--- src/rtl/pipe_stage_reg.sv ---
// Inter-stage pipeline register: 1-cycle latency, priority reset > flush > stall > load, saturating hold_age.
// Define PIPE_PERF_EN to build the saturating stall_cnt/bubble_cnt counters; otherwise those ports tie to 0.
module pipe_stage_reg #(
  parameter int unsigned DW         = 32,
  parameter int unsigned NCH        = 2,
  parameter logic [31:0] RST_LANE0  = 32'h0000_3000,
  parameter bit          KEEP_LANE0 = 1'b1,
  parameter int unsigned AGE_W      = 4,
  parameter int unsigned CNT_W      = 32
) (
  input  logic              clk,
  input  logic              reset,
  input  logic              in_valid,
  input  logic [NCH*DW-1:0] in_data,
  input  logic              stall,
  input  logic              flush,
  output logic              out_valid,
  output logic [NCH*DW-1:0] out_data,
  output logic [AGE_W-1:0]  hold_age,
  output logic [CNT_W-1:0]  stall_cnt,
  output logic [CNT_W-1:0]  bubble_cnt
);

  localparam int unsigned    W        = NCH * DW;
  localparam logic [DW-1:0]  RST_L0   = DW'(RST_LANE0);
  // Lane 0 holds the reset PC, every upper lane is zero (a NOP).
  localparam logic [W-1:0]   RST_DATA = W'(RST_L0);

  logic             valid_q, valid_d;
  logic [W-1:0]     data_q, data_d;
  logic [AGE_W-1:0] age_q, age_d;
  logic [DW-1:0]    flush_l0;

  always_comb begin
    flush_l0 = KEEP_LANE0 ? in_data[DW-1:0] : RST_L0;
    valid_d  = valid_q;
    data_d   = data_q;
    age_d    = age_q;
    if (flush) begin
      valid_d = 1'b0;
      data_d  = W'(flush_l0);
      age_d   = '0;
    end else if (stall) begin
      if (age_q != '1) age_d = age_q + AGE_W'(1);
    end else begin
      valid_d = in_valid;
      data_d  = in_data;
      age_d   = '0;
    end
  end

  always_ff @(posedge clk or posedge reset) begin
    if (reset) begin
      valid_q <= 1'b0;
      data_q  <= RST_DATA;
      age_q   <= '0;
    end else begin
      valid_q <= valid_d;
      data_q  <= data_d;
      age_q   <= age_d;
    end
  end

  assign out_valid = valid_q;
  assign out_data  = data_q;
  assign hold_age  = age_q;

`ifdef PIPE_PERF_EN
  logic             stall_ev, bubble_ev;
  logic [CNT_W-1:0] stall_cnt_q, stall_cnt_d;
  logic [CNT_W-1:0] bubble_cnt_q, bubble_cnt_d;

  // Holding a bubble is not a stall; an invalid load counts as a bubble.
  assign stall_ev  = !flush && stall && valid_q;
  assign bubble_ev = flush || (!stall && !in_valid);

  always_comb begin
    stall_cnt_d  = stall_cnt_q;
    bubble_cnt_d = bubble_cnt_q;
    if (stall_ev && (stall_cnt_q != '1))   stall_cnt_d  = stall_cnt_q + CNT_W'(1);
    if (bubble_ev && (bubble_cnt_q != '1)) bubble_cnt_d = bubble_cnt_q + CNT_W'(1);
  end

  always_ff @(posedge clk or posedge reset) begin
    if (reset) begin
      stall_cnt_q  <= '0;
      bubble_cnt_q <= '0;
    end else begin
      stall_cnt_q  <= stall_cnt_d;
      bubble_cnt_q <= bubble_cnt_d;
    end
  end

  assign stall_cnt  = stall_cnt_q;
  assign bubble_cnt = bubble_cnt_q;
`else
  assign stall_cnt  = '0;
  assign bubble_cnt = '0;
`endif

endmodule
--- config.mk ---
export PLATFORM = sky130hd
export DESIGN_NAME = pipe_stage_reg
export DESIGN_NICKNAME = d
export VERILOG_FILES = /design/src/rtl/pipe_stage_reg.sv
export SDC_FILE = /design/constraint.sdc
export NUM_CORES = 1
export LEC_CHECK = 0
export ABC_AREA = 1
export BUFFER_PORTS_ARGS = -buffer_cell sky130_fd_sc_hd__buf_4
export CORE_ASPECT_RATIO = 1.5
export CORE_UTILIZATION = 39
export DETAILED_ROUTE_END_ITERATION = 10
export GPL_TIMING_DRIVEN = 1
export PLACE_DENSITY_LB_ADDON = 0.2
export SLEW_MARGIN = 20
export SYNTH_ARGS = -nofsm -noshare
export SYNTH_HDL_FRONTEND = slang
export SYNTH_SLANG_ARGS = --single-unit
--- constraint.sdc ---
create_clock -name clk -period 2 [get_ports clk]
set_input_delay 0.4 -clock clk [delete_from_list [all_inputs] [get_ports clk]]
set_output_delay 0.4 -clock clk [all_outputs]
set_load 0.05 [all_outputs]
==> results of run 1 <==
## through the flow
step | area (um2) | setup WS (ns) | std cells
finish | 4320 | 0.554 | 614
CTS | 4320 | 0.537 | 614
floorplan | 3480 | 0.615 | 436
global placement | 4070 | 0.475 | 600
detailed placement | 4070 | 0.453 | 600
global route | 4320 | 0.531 | 614
## cell usage after synthesis
library cell	instances
buf_2	6
buf_4	67
buf_6	4
clkbuf_2	3
conb_1	1
dfrtp_1	67
dfstp_2	2
ha_1	1
inv_1	2
inv_2	2
inv_4	1
nand2_1	105
nand2_8	1
nand3_1	2
nor2_1	74
nor3_1	1
o21ai_0	34
## cells by family (layout without fill, tap and decap cells)
family	Yosys count	count (layout)	synth area share, %
simple gates	183	183	21.8
other cells	1	64	0.116
fa+ha+maj	1	1	0.386
compound gates	34	34	5.26
flops	69	69	53.4
buf+inv	85	158	19.0
## area by class of cell
class | count | share of cell area (%)
clock buffers | 11 | 5.39
clock inverters | 3 | 0.348
inverters | 5 | 0.579
multi-input cells | 282 | 26.2
flip-flops and latches | 69 | 40.0
well taps | 105 | 3.04
repair buffers | 139 | 24.4
## power by group
part           switching (W)  leakage, nW  total, W  internal [W]
clock               0.000526        0.125   0.00134      0.000817
sequential         0.0000580        0.863   0.00156       0.00150
combinational       0.000822         1.42   0.00109      0.000271
total                0.00141         2.41   0.00399       0.00259
## worst paths after layout
| check | end | cells after the start |
|---|---|---|
| worst min register to register | out_data[12] | 2 |
| worst min-delay path | out_data[11] | 2 |
| min in group clk | out_data[3] | 3 |
| worst max register to register | hold_age[1] | 4 |
| max in group asynchronous | out_data[0] | 3 |
| worst max-delay path | out_data[12] | 1 |
## layer usage
metal	up-vias	global-route usage (%)
met5	-	0
met4	0	8.97
met3	13	4.64
met2	131	28.5
met1	1187	19.0
li1	1286	-
## cell usage in the layout (no fill, tap or decap), drive strengths merged
| cell | count |
|---|---|
| buf | 139 |
| clkbuf | 11 |
| clkinv | 3 |
| clkinvlp | 1 |
| conb | 64 |
| dfrtp | 67 |
| dfstp | 2 |
| ha | 1 |
| inv | 4 |
| nand2 | 106 |
| nand3 | 2 |
| nor2 | 74 |
| nor3 | 1 |
| o21ai | 34 |
## state kept, by name, indices dropped and copies added (netlist names)
signal / count
hold_age: 4
out_valid: 1
out_data: 64
==> metrics.yaml, run 1 <==
avgSynthCellArea_um2: 8.68
coreArea_um2: 8010
crit_required_ns: 1.60
synth_cells: 373
path_buf_inv: 1
ys_types: 17
area_growth_pct: 33.4
slew_headroom_pct: 62.0
maxSlewViolCount: 0
wl_met3_um: 551
post-cts-setup-buffers: 0
rows: 40
hpwl_mm: 5.06
antenna_found_initial: 0
total_power_w: 0.00399
r2r_slack_ns: 0.90
cts_resized: 0
cts_tree: "done"
cp_slowest_cell: "dfstp_2"
ir_drop_uv: 489
drcViolationCount: 0
hold_viol_final: 0
ioPinCount: 202
multi_input_area_um2: 1130
totalWireLength_mm: 7.06
seq_area_frac_synth_pct: 53.4
regArea_um2: 1730
vias: 2617
start_util_pct: 40.4
cp_max_fo: 2
grt_util_all_layers_pct: 16.7
finalHoldWorstSlack_ns: 0.0692
die-width_um: 76.4
clock_skew_ns: 0.00376
critPathTopFamily: "flip-flops"
fin_setup_tns_ns: 0
powerDensity_nw_per_um2: 925
worst_slew_pin_slew_ns: 0.569
die_area_um2: 8680
overflow: 0
ys_ff_latch: 69
insertion_delay_ns: 0.33
cts_hold_buf: 0
finalSetupViolations: 0
grt_pass1_wl_mm: 11.2
rsz0062_at_grt: "no"
end_kind: "output pin"
cp-startpoint: "out_data[12]"
drive_gt1_share_pct: 31.0
yosysTopAreaCell: "dfrtp_1"
post_drt_via_cell_ratio: 4.26
wl_met1_mm: 2.70
fmax_mhz: 691
fin_crit_ns: 1.45
synthDominantCellAreaShare_pct: 51.8
htree_num_levels: 3
maxCapViolations: 0
route.met2.wl_mm: 3.64
insertedDiodeCount: 0
crit_arrival_ns: 1.05
slowest_delay_ns: 0.53
fill_cells: 788
start_kind: "flip-flop"
dr.pass1.iters: 4
cts.sinks: 69
path_class: "reg2out"
drtIter0Drc: 93
cts_buffers: 9
synthTopCellsByArea: "dfrtp_1, buf_4, nand2_1"
fin_crit_sh_pct: 72.3
grt_max_degree: 54
ctsRootBufferMaster: "clkbuf_16"
clk_transition_reported_paths_ns: 0.05
crit_path_cell_trace: "buf_4"
num-nets-final: 576
status: "complete, no violations"
fp.dieH_um: 114
grt_pass1_vias: 2346
reg2reg_from: "hold_age[0]"
yosys_warnings: 0
cts.path.max_buffers: 2
synth_area_um2: 3240
gp_congestion: 0.772
portBuffers: 137
antenna_left: 0
fin_util_pct: 53.9
topRoutingLayerUsed: "met4"
min_path_type: "in2async"
cellLeakagePower_nw: 2.41
wl_per_cell_um: 11.5
(Power assumes the default switching activity.)
==> run 2, diff against run 1 <==
--- a/config.mk
+++ b/config.mk
@@ -8,7 +8,7 @@
 export ABC_AREA = 1
 export BUFFER_PORTS_ARGS = -buffer_cell sky130_fd_sc_hd__buf_4
 export CORE_ASPECT_RATIO = 1.5
-export CORE_UTILIZATION = 39
+export CORE_UTILIZATION = 43
 export DETAILED_ROUTE_END_ITERATION = 10
 export GPL_TIMING_DRIVEN = 1
 export PLACE_DENSITY_LB_ADDON = 0.2
==> constraint.sdc (replaced) <==
create_clock -name clk -period 1.36 [get_ports clk]
set_input_delay 0.272 -clock clk [delete_from_list [all_inputs] [get_ports clk]]
set_output_delay 0.272 -clock clk [all_outputs]
set_load 0.05 [all_outputs]
==> metrics.yaml, run 2 (same netlist as run 1, synthesis figures left out) <==
status: "complete, no violations"  # unchanged
powerDensity_nw_per_um2: 1280  # was 925 nW/um2
clk_transition_reported_paths_ns: 0.07  # was 0.05 ns
antenna_found_initial: 0  # unchanged
slowest_delay_ns: 0.54  # was 0.53 ns
crit_arrival_ns: 1.03  # was 1.05 ns
overflow: 0  # unchanged
finalSetupViolations: 0  # unchanged
grt_max_degree: 70  # was 54
totalWireLength_mm: 6.86  # was 7.06 mm
crit_required_ns: 1.09  # was 1.60 ns
fin_crit_ns: 1.30
fin_crit_sh_pct: 95.9
drtIter0Drc: 141  # was 93
maxCapViolations: 0  # unchanged
ir_drop_uv: 762  # was 489 uV
cp_max_fo: 2  # unchanged
cts_buffers: 9  # unchanged
cellLeakagePower_nw: 2.41  # about the same
rows: 38  # was 40
cts_tree: "done"  # unchanged
wl_met1_mm: 2.62  # was 2.70 mm
cts.sinks: 69  # unchanged
grt_pass1_vias: 2421  # was 2346
crit_path_cell_trace: "buf_6"  # was buf_4
final_common_cell: "buf_4"  # unchanged
dr.pass1.iters: 5  # was 4
path_class: "reg2out"  # unchanged
critPathTopFamily: "flip-flops"  # unchanged
num-nets-final: 581  # was 576
fmax_mhz: 766
grt_pass1_wl_mm: 11.0  # was 11.2 mm
antenna_left: 0  # unchanged
wl_met3_um: 424  # was 551 um
start_kind: "flip-flop"  # unchanged
portBuffers: 137  # unchanged
fp.dieH_um: 108  # was 114 um
layout_common_cells: "buf_4, nand2_1, nor2_1"  # unchanged
area_growth_pct: 33.0  # was 33.4%
gp_congestion: 0.742  # was 0.772
ioPinCount: 202  # unchanged
fin_setup_tns_ns: 0  # unchanged
start_util_pct: 44.5  # was 40.4%
clock_skew_ns: 0.00614  # was 0.00376 ns
insertedDiodeCount: 0  # unchanged
coreArea_um2: 7270  # was 8010 um2
min_path_type: "in2async"  # unchanged
drive_gt1_share_pct: 32.4  # was 31.0%
route.met2.wl_mm: 3.63  # was 3.64 mm
cp_slowest_cell: "dfstp_2"  # unchanged
hpwl_mm: 5.10  # was 5.06 mm
wl_per_cell_um: 11.1  # was 11.5 um
path_buf_inv: 1  # unchanged
ctsRootBufferMaster: "clkbuf_8"  # was clkbuf_16
die_area_um2: 7890  # was 8680 um2
topRoutingLayerUsed: "met4"  # unchanged
hold_viol_final: 0  # unchanged
vias: 2631  # was 2617
final_area_um2: 4310  # was 4320 um2
post_drt_via_cell_ratio: 4.27  # was 4.26
end_kind: "output pin"  # unchanged
die-width_um: 72.8  # was 76.4 um
grt_util_all_layers_pct: 18.4  # was 16.7%
rsz0062_at_grt: "no"  # unchanged
maxSlewViolCount: 0  # unchanged
htree_num_levels: 3  # unchanged
drcViolationCount: 0  # unchanged
largest_reg_flops: 64  # unchanged
placed_cell_area_um2: 4110  # was 4070 um2
insertion_delay_ns: 0.33  # about the same
cts.path.max_buffers: 2  # unchanged
run 2: timing repair:
action,CTS,global route
hold buffers,0,0
setup buffers,0,0
resized for setup,0,2
endpoints found under the setup margin,0,2
hold endpoints to repair,0,0
run 2: worst paths after layout:
path,start,end,slack [ns],depth (start not counted)
worst min register to register,out_data[19],out_data[19],0.47,2
worst min-delay path,reset,out_data[17],0.02,3
worst max register to register,hold_age[0],hold_age[1],0.26,4
max in group asynchronous,reset,hold_age[1],1.02,3
min in group clk,in_data[19],out_data[19],0.13,3
worst max-delay path,out_data[12],out_data[12],0.06,1
run 2: report_power, final:
group	internal [W]	leakage (nW)	switching, W	total (W)
clock	0.000892	0.0964	0.000713	0.00161
combinational	0.000412	1.45	0.00121	0.00163
sequential	0.00220	0.860	0.0000845	0.00229
total	0.00351	2.41	0.00201	0.00552
run 2: worst register-to-register path, cell delays in order, from the launching register on:
cell and delay (ns):
dfrtp_2 0.39, ha_1 0.20, nand3_1 0.15, o21ai_0 0.18
nand2_1 0.07
run 2: cell type report:
class | instances | area, um2
clock inverter | 4 | 47.5
sequential | 69 | 1730
tap | 100 | 125
clock buffer | 12 | 145
timing repair buffer | 144 | 1100
multi-input combinational | 282 | 1130
inverter | 5 | 25.0
fill | 714 | 2970
run 2: metal layers:
layer	vias to the layer above	global-route usage, %
li1	1292	-
met1	1197	20.2
met2	130	32.6
met3	12	3.36
met4	0	10.9
met5	-	0
run 2: per-stage QoR:
stage | setup slack [ns] | instances | utilization (%) | total power [W] | hold WS [ns]
floorplan | 0.140 | 436 | - | 0.00363 | 0.367
global placement | 0.214 | 600 | 56.4 | 0.00394 | 0.398
detailed placement | 0.198 | 600 | 56.4 | 0.00396 | 0.403
CTS | 0.00643 | 616 | 59.1 | 0.00557 | 0.0361
global route | 0.0148 | 616 | 59.2 | 0.00578 | 0.0423
finish | 0.0553 | 616 | 59.2 | 0.00552 | 0.0238
